$ cat src/rtl/ps2_host_tx.sv
// Host-to-device PS/2 transmitter: sends one command byte over open-drain clock/data enables.
// Define PS2_TX_TIMEOUT_EN to add a watchdog that aborts a stalled transfer.
`timescale 1ns/1ps
module ps2_host_tx #(
  parameter int INHIBIT_CYCLES = 5000,
  parameter int RTS_CYCLES     = 100,
  parameter int TIMEOUT_CYCLES = 750000
) (
  input  logic       master_clk,
  input  logic       reset,
  input  logic       tx_start,
  input  logic [7:0] tx_data,
  input  logic       ps2_clk_in,
  input  logic       ps2_data_in,
  output logic       ps2_clk_oe,
  output logic       ps2_data_oe,
  output logic       tx_busy,
  output logic       tx_done,
  output logic       tx_error
);

  typedef enum logic [2:0] {IDLE, INHIBIT, RTS, SEND, ACK, WAIT_IDLE} state_t;

  localparam logic [19:0] INH_LAST = 20'(INHIBIT_CYCLES - 1);
  localparam logic [19:0] RTS_LAST = 20'(RTS_CYCLES - 1);
  localparam logic [19:0] TO_LAST  = 20'(TIMEOUT_CYCLES - 1);

  function automatic logic odd_parity(input logic [7:0] d);
    return ~^d;
  endfunction

  state_t      state_q, state_d;
  logic [1:0]  clk_sync_q, data_sync_q;
  logic        clk_prev_q;
  logic [7:0]  data_q, data_d;
  logic        parity_q, parity_d;
  logic [3:0]  bit_cnt_q, bit_cnt_d;
  logic        ack_ok_q, ack_ok_d;
  logic [19:0] cnt_q, cnt_d;
  logic        clk_oe_q, clk_oe_d, data_oe_q, data_oe_d;
  logic        busy_q, busy_d, done_q, done_d, error_q, error_d;
  logic        clk_s, dat_s, fe_s, wd_hit_s, wd_expire_s;
  logic [19:0] wd_next_s;

  assign clk_s = clk_sync_q[1];
  assign dat_s = data_sync_q[1];
  assign fe_s  = clk_prev_q & ~clk_s;

  // Watchdog saturates at its limit so it never wraps while a transfer is stalled.
  assign wd_hit_s  = (cnt_q == TO_LAST);
  assign wd_next_s = fe_s ? 20'd0 : (wd_hit_s ? cnt_q : cnt_q + 20'd1);

`ifdef PS2_TX_TIMEOUT_EN
  assign wd_expire_s = wd_hit_s && !fe_s &&
                       ((state_q == SEND) || (state_q == ACK) || (state_q == WAIT_IDLE));
`else
  assign wd_expire_s = 1'b0;
`endif

  // Pad synchronisers; idle lines are high so they reset to 1 to avoid a false edge.
  always_ff @(posedge master_clk or posedge reset) begin
    if (reset) begin
      clk_sync_q  <= 2'b11;
      data_sync_q <= 2'b11;
      clk_prev_q  <= 1'b1;
    end else begin
      clk_sync_q  <= {clk_sync_q[0], ps2_clk_in};
      data_sync_q <= {data_sync_q[0], ps2_data_in};
      clk_prev_q  <= clk_s;
    end
  end

  // State, datapath and registered outputs.
  always_ff @(posedge master_clk or posedge reset) begin
    if (reset) begin
      state_q   <= IDLE;
      data_q    <= 8'd0;
      parity_q  <= 1'b0;
      bit_cnt_q <= 4'd0;
      ack_ok_q  <= 1'b0;
      cnt_q     <= 20'd0;
      clk_oe_q  <= 1'b0;
      data_oe_q <= 1'b0;
      busy_q    <= 1'b0;
      done_q    <= 1'b0;
      error_q   <= 1'b0;
    end else begin
      state_q   <= state_d;
      data_q    <= data_d;
      parity_q  <= parity_d;
      bit_cnt_q <= bit_cnt_d;
      ack_ok_q  <= ack_ok_d;
      cnt_q     <= cnt_d;
      clk_oe_q  <= clk_oe_d;
      data_oe_q <= data_oe_d;
      busy_q    <= busy_d;
      done_q    <= done_d;
      error_q   <= error_d;
    end
  end

  // Next-state and next-output logic.
  always_comb begin
    state_d   = state_q;
    data_d    = data_q;
    parity_d  = parity_q;
    bit_cnt_d = bit_cnt_q;
    ack_ok_d  = ack_ok_q;
    cnt_d     = cnt_q;
    clk_oe_d  = clk_oe_q;
    data_oe_d = data_oe_q;
    busy_d    = busy_q;
    done_d    = 1'b0;
    error_d   = 1'b0;
    case (state_q)
      IDLE: begin
        if (tx_start) begin
          state_d   = INHIBIT;
          data_d    = tx_data;
          parity_d  = odd_parity(tx_data);
          bit_cnt_d = 4'd0;
          cnt_d     = 20'd0;
          clk_oe_d  = 1'b1;
          data_oe_d = 1'b0;
          busy_d    = 1'b1;
        end else begin
          state_d = IDLE;
        end
      end
      INHIBIT: begin
        if (cnt_q == INH_LAST) begin
          state_d   = RTS;
          cnt_d     = 20'd0;
          data_oe_d = 1'b1;
        end else begin
          cnt_d = cnt_q + 20'd1;
        end
      end
      RTS: begin
        if (cnt_q == RTS_LAST) begin
          state_d  = SEND;
          cnt_d    = 20'd0;
          clk_oe_d = 1'b0;
        end else begin
          cnt_d = cnt_q + 20'd1;
        end
      end
      SEND: begin
        cnt_d = wd_next_s;
        if (fe_s) begin
          bit_cnt_d = bit_cnt_q + 4'd1;
          case (bit_cnt_q)
            4'd8:    data_oe_d = ~parity_q;
            4'd9: begin
              data_oe_d = 1'b0;
              state_d   = ACK;
            end
            default: data_oe_d = ~data_q[bit_cnt_q[2:0]];
          endcase
        end else begin
          bit_cnt_d = bit_cnt_q;
        end
      end
      ACK: begin
        cnt_d = wd_next_s;
        if (fe_s) begin
          ack_ok_d = ~dat_s;
          state_d  = WAIT_IDLE;
        end else begin
          ack_ok_d = ack_ok_q;
        end
      end
      WAIT_IDLE: begin
        cnt_d = wd_next_s;
        if (clk_s && dat_s) begin
          state_d = IDLE;
          busy_d  = 1'b0;
          done_d  = ack_ok_q;
          error_d = ~ack_ok_q;
        end else begin
          state_d = WAIT_IDLE;
        end
      end
      default: begin
        state_d   = IDLE;
        clk_oe_d  = 1'b0;
        data_oe_d = 1'b0;
        busy_d    = 1'b0;
      end
    endcase
    if (wd_expire_s) begin
      state_d   = IDLE;
      clk_oe_d  = 1'b0;
      data_oe_d = 1'b0;
      busy_d    = 1'b0;
      done_d    = 1'b0;
      error_d   = 1'b1;
    end else begin
      error_d = error_d;
    end
  end

  assign ps2_clk_oe  = clk_oe_q;
  assign ps2_data_oe = data_oe_q;
  assign tx_busy     = busy_q;
  assign tx_done     = done_q;
  assign tx_error    = error_q;

endmodule

$ cat config.mk
export PLATFORM = sky130hd
export DESIGN_NAME = ps2_host_tx
export DESIGN_NICKNAME = d
export VERILOG_FILES = /design/src/rtl/ps2_host_tx.sv
export SDC_FILE = /design/constraint.sdc
export NUM_CORES = 1
export LEC_CHECK = 0
export ABC_AREA = 1
export CAP_MARGIN = 20
export CORE_MARGIN = 10
export CORE_UTILIZATION = 54
export DETAILED_ROUTE_END_ITERATION = 8
export GPL_TIMING_DRIVEN = 0
export PLACE_DENSITY = 0.88
export SLEW_MARGIN = 20
export SYNTH_ARGS = -nofsm -noshare
export SYNTH_HDL_FRONTEND = slang
export SYNTH_SLANG_ARGS = --single-unit
export TNS_END_PERCENT = 1
$ cat constraint.sdc
create_clock -name master_clk -period 1.69 [get_ports master_clk]
set_input_delay 0.169 -clock master_clk [delete_from_list [all_inputs] [get_ports master_clk]]
set_output_delay 0.169 -clock master_clk [all_outputs]
set_load 0.1 [all_outputs]
==> metrics <==
nets@finish=517; fin crit period=1710 ps; post-synthesis cell type count=37; number of antenna repair diodes=0; overall routing resource usage=16.3%; chip width=97.2 um; row count=28; total CTS buffers=5; Yosys reg bits=47; worst hold path class=in -> async; Worst R2R Path Depth=9; syn nets=483; failing checks=setup timing; Hold WS=176 ps; Synth Warn #=0; worst r2r src=cnt_q[1]; TritonCTS sink count=47; async set or reset register ratio after synthesis=100%; fraction of final layout cells sized beyond drive strength 1=18.2%; Clk Latency, worst-skew pair=320 ps; Int Power=around 1.5 mW; status=finished, violations left; Die ar.=9440 um^2; TNS Setup=-30.0 ps; via-per-instance ratio=5.60; DRC viols=0; Worst EP arrival=between 1500 and 2000 ps; max_slew headroom=36.2%; Setup Crit Path Kind=reg -> reg; crit start category=flop; Req. time, crit path=approximately 1900 ps; FMAX=0.586 GHz; Avg WL per Cell=approximately 14 um; CTS tree=built; pre-CTS setup slack=-160 ps; Synth Area in Simple Gates=42.6%; power per cell area=554 nW/um^2; Pleak=between 1.5 and 2 nW; detailed placement HPWL=5.76 mm; Mapped Area=between 3000 and 4000 um^2; Reg-to-Reg End=cnt_q[4]; vias in the first global route=3056; post-detailed-route count of antenna-violating nets=0; DRT Pass-1 Iters=7; Final setup viols=3; total I/O pin count=18; P&R area growth vs syn=15.8%; most frequent cells in the layout=133 x nand2_1, 58 x nand3_1, 50 x inv_1; crit path max fanout=7; 1st-iter DRT viols=265; syn avg cell area=6.90 um^2; largest net degree at the start of global routing=27; Final WS setup=-15.9 ps; mux contribution to synthesized area=0%; ys flop type=dfrtp_1; RSZ-0062 raised after global routing=true; die height=~100 um; post-synthesis compound-gate area fraction=6.22%; Synth Instances=466; Crit. End Element=flop; most common cell after layout, fill and taps aside=nand2_1; IO Port Bufs=17; CTS Root Cell=clkbuf_8; clock network fraction of total power=35.8%; GRT overflow=0; CTS HTree Levels=2; Peak supply drop=roughly 0.48 mV; max cap viols=0; dpl cell area=3500 um^2; CTS Buffer Depth=2; NetSw=542 uW; clock transition at the registers of the reported paths=100 ps; routed vias=roughly 3200; final WL=7.98 mm; Final Power=2.06 mW; core box area=5850 um^2; FF-to-FF setup slack=-20 ps; Sw Ratio=26.3%; part of the power in combinational logic=between 7 and 8%; share of power burned in registers=56.6%; Slew Viols, Final=0; XOR/XNOR share of the synthesized area=under 10%; Synth Area in Adders=1.56%; GPL Wtd Cong=1.02; starting density of the core=55.0%; main combinational cell family by area after synthesis=simple AND/OR/NAND/NOR gates; cell area after layout=3720 um^2; Worst Max-Slew Pin Slew=961 ps; initial antenna violation count=0; first-pass GRT wire length=13.4 mm; register area share after synthesis=around 37%; ratio of final minimum period to clock period=101%; Worst Clk Skew=14.4 ps; Fin. Hold Viols=0; EDFF count, synth=0
[what timing repair did]
item / 4_1_cts / 5_1_grt
resized for setup: 15 / 26
hold endpoints to repair: 0 / 0
buffers inserted: 0 / 9
hold buffers: 0 / 0
pin swaps: 0 / 7
setup endpoints to repair: 29 / 34
[kinds of logic after synthesis]
logic type      Yosys count
compound gates           34
flops                    47
fa+ha+maj                 4
buf+inv                  76
xor+xnor                 11
simple gates            294
[how the worst max path moves through the flow]
stage / start / end / slack, ps / depth (start not counted)
floorplan: cnt_q[0] / cnt_q[3] / 120 / 10
global placement: reset / state_q[2] / -500 / 2
detailed placement: cnt_q[1] / cnt_q[16] / -160 / 9
CTS: cnt_q[1] / cnt_q[16] / -50 / 9
global route: cnt_q[1] / state_q[0] / -90 / 10
finish: cnt_q[1] / cnt_q[4] / -20 / 9
[synth_stat cells (2+ instances only)]
| library cell | n | area share, % |
|---|---|---|
| nor3_1 | 4 | 0.62 |
| o211ai_1 | 2 | 0.47 |
| nand3_1 | 60 | 9.3 |
| buf_2 | 5 | 0.78 |
| nor2_4 | 2 | 0.70 |
| ha_1 | 4 | 1.6 |
| xor2_1 | 5 | 1.4 |
| inv_1 | 52 | 6.1 |
| clkbuf_1 | 5 | 0.58 |
| dfstp_2 | 5 | 4.1 |
| nor2_1 | 46 | 5.4 |
| nand4_1 | 23 | 4.5 |
| nand3_4 | 2 | 1.1 |
| xnor2_1 | 6 | 1.6 |
| dfrtp_1 | 42 | 33 |
| nand2_1 | 134 | 16 |
| nand2_2 | 8 | 1.6 |
| o21ai_2 | 5 | 1.4 |
| inv_2 | 8 | 0.93 |
| nand3_2 | 2 | 0.62 |
| clkinv_1 | 2 | 0.23 |
| a21oi_1 | 6 | 0.93 |
| nor2_2 | 8 | 1.6 |
| o21ai_0 | 15 | 2.3 |
| o21ai_1 | 3 | 0.47 |
[metrics by stage]
stage | utilization (%) | std cells
floorplan | - | 466
global placement | 59.5 | 558
detailed placement | 59.8 | 559
CTS | 61.7 | 567
global route | 63.6 | 576
finish | 63.6 | 576
[power groups by stage]
stage | sequential, mW | clock [mW] | combinational [mW]
2_1_floorplan | 1.20 | 0 | 0.0787
3_3_place_gp | 1.19 | 0 | 0.149
3_5_place_dp | 1.19 | 0 | 0.160
4_1_cts | 1.17 | 0.738 | 0.160
5_1_grt | 1.17 | 0.787 | 0.176
6_report | 1.17 | 0.738 | 0.157
[cell type report]
class,instances,area (um^2)
Buffer,13,91.3
Clock buffer,5,68.8
Clock inverter,3,22.5
Fill cell,510,2130
Inverter,63,239
Multi-Input combinational cell,343,1770
Sequential cell,47,1190
Tap cell,75,93.8
Timing Repair Buffer,27,249
[routing by layer]
layer  part of all wire (%)  GRT usage [%]  vias up
met2                     50           28.4      151
met5                      0              0        -
met3                    7.9           4.55       30
met4                    2.8           7.04        0
met1                     40           18.2     1487
li1                       -              -     1557
[registers in the layout, summed over array words and instances, names as in the netlist]
name and flops:
parity_q 1, data_sync_q 2, ack_ok_q 1, cnt_q 20, clk_prev_q 1, clk_sync_q 2, ps2_data_oe 1, state_q 3
data_q 8, tx_error 1, bit_cnt_q 4, ps2_clk_oe 1, tx_done 1, tx_busy 1
[worst max-delay path: stages, from the launching register on]
cell and delay, ps:
dfrtp_1 420, ha_2 200, buf_6 130, nand3_4 140, xor2_1 280, inv_1 100
nand3_1 80, o211ai_1 110, nand2_1 100, o21ai_2 50
(Power assumes the default switching activity.)
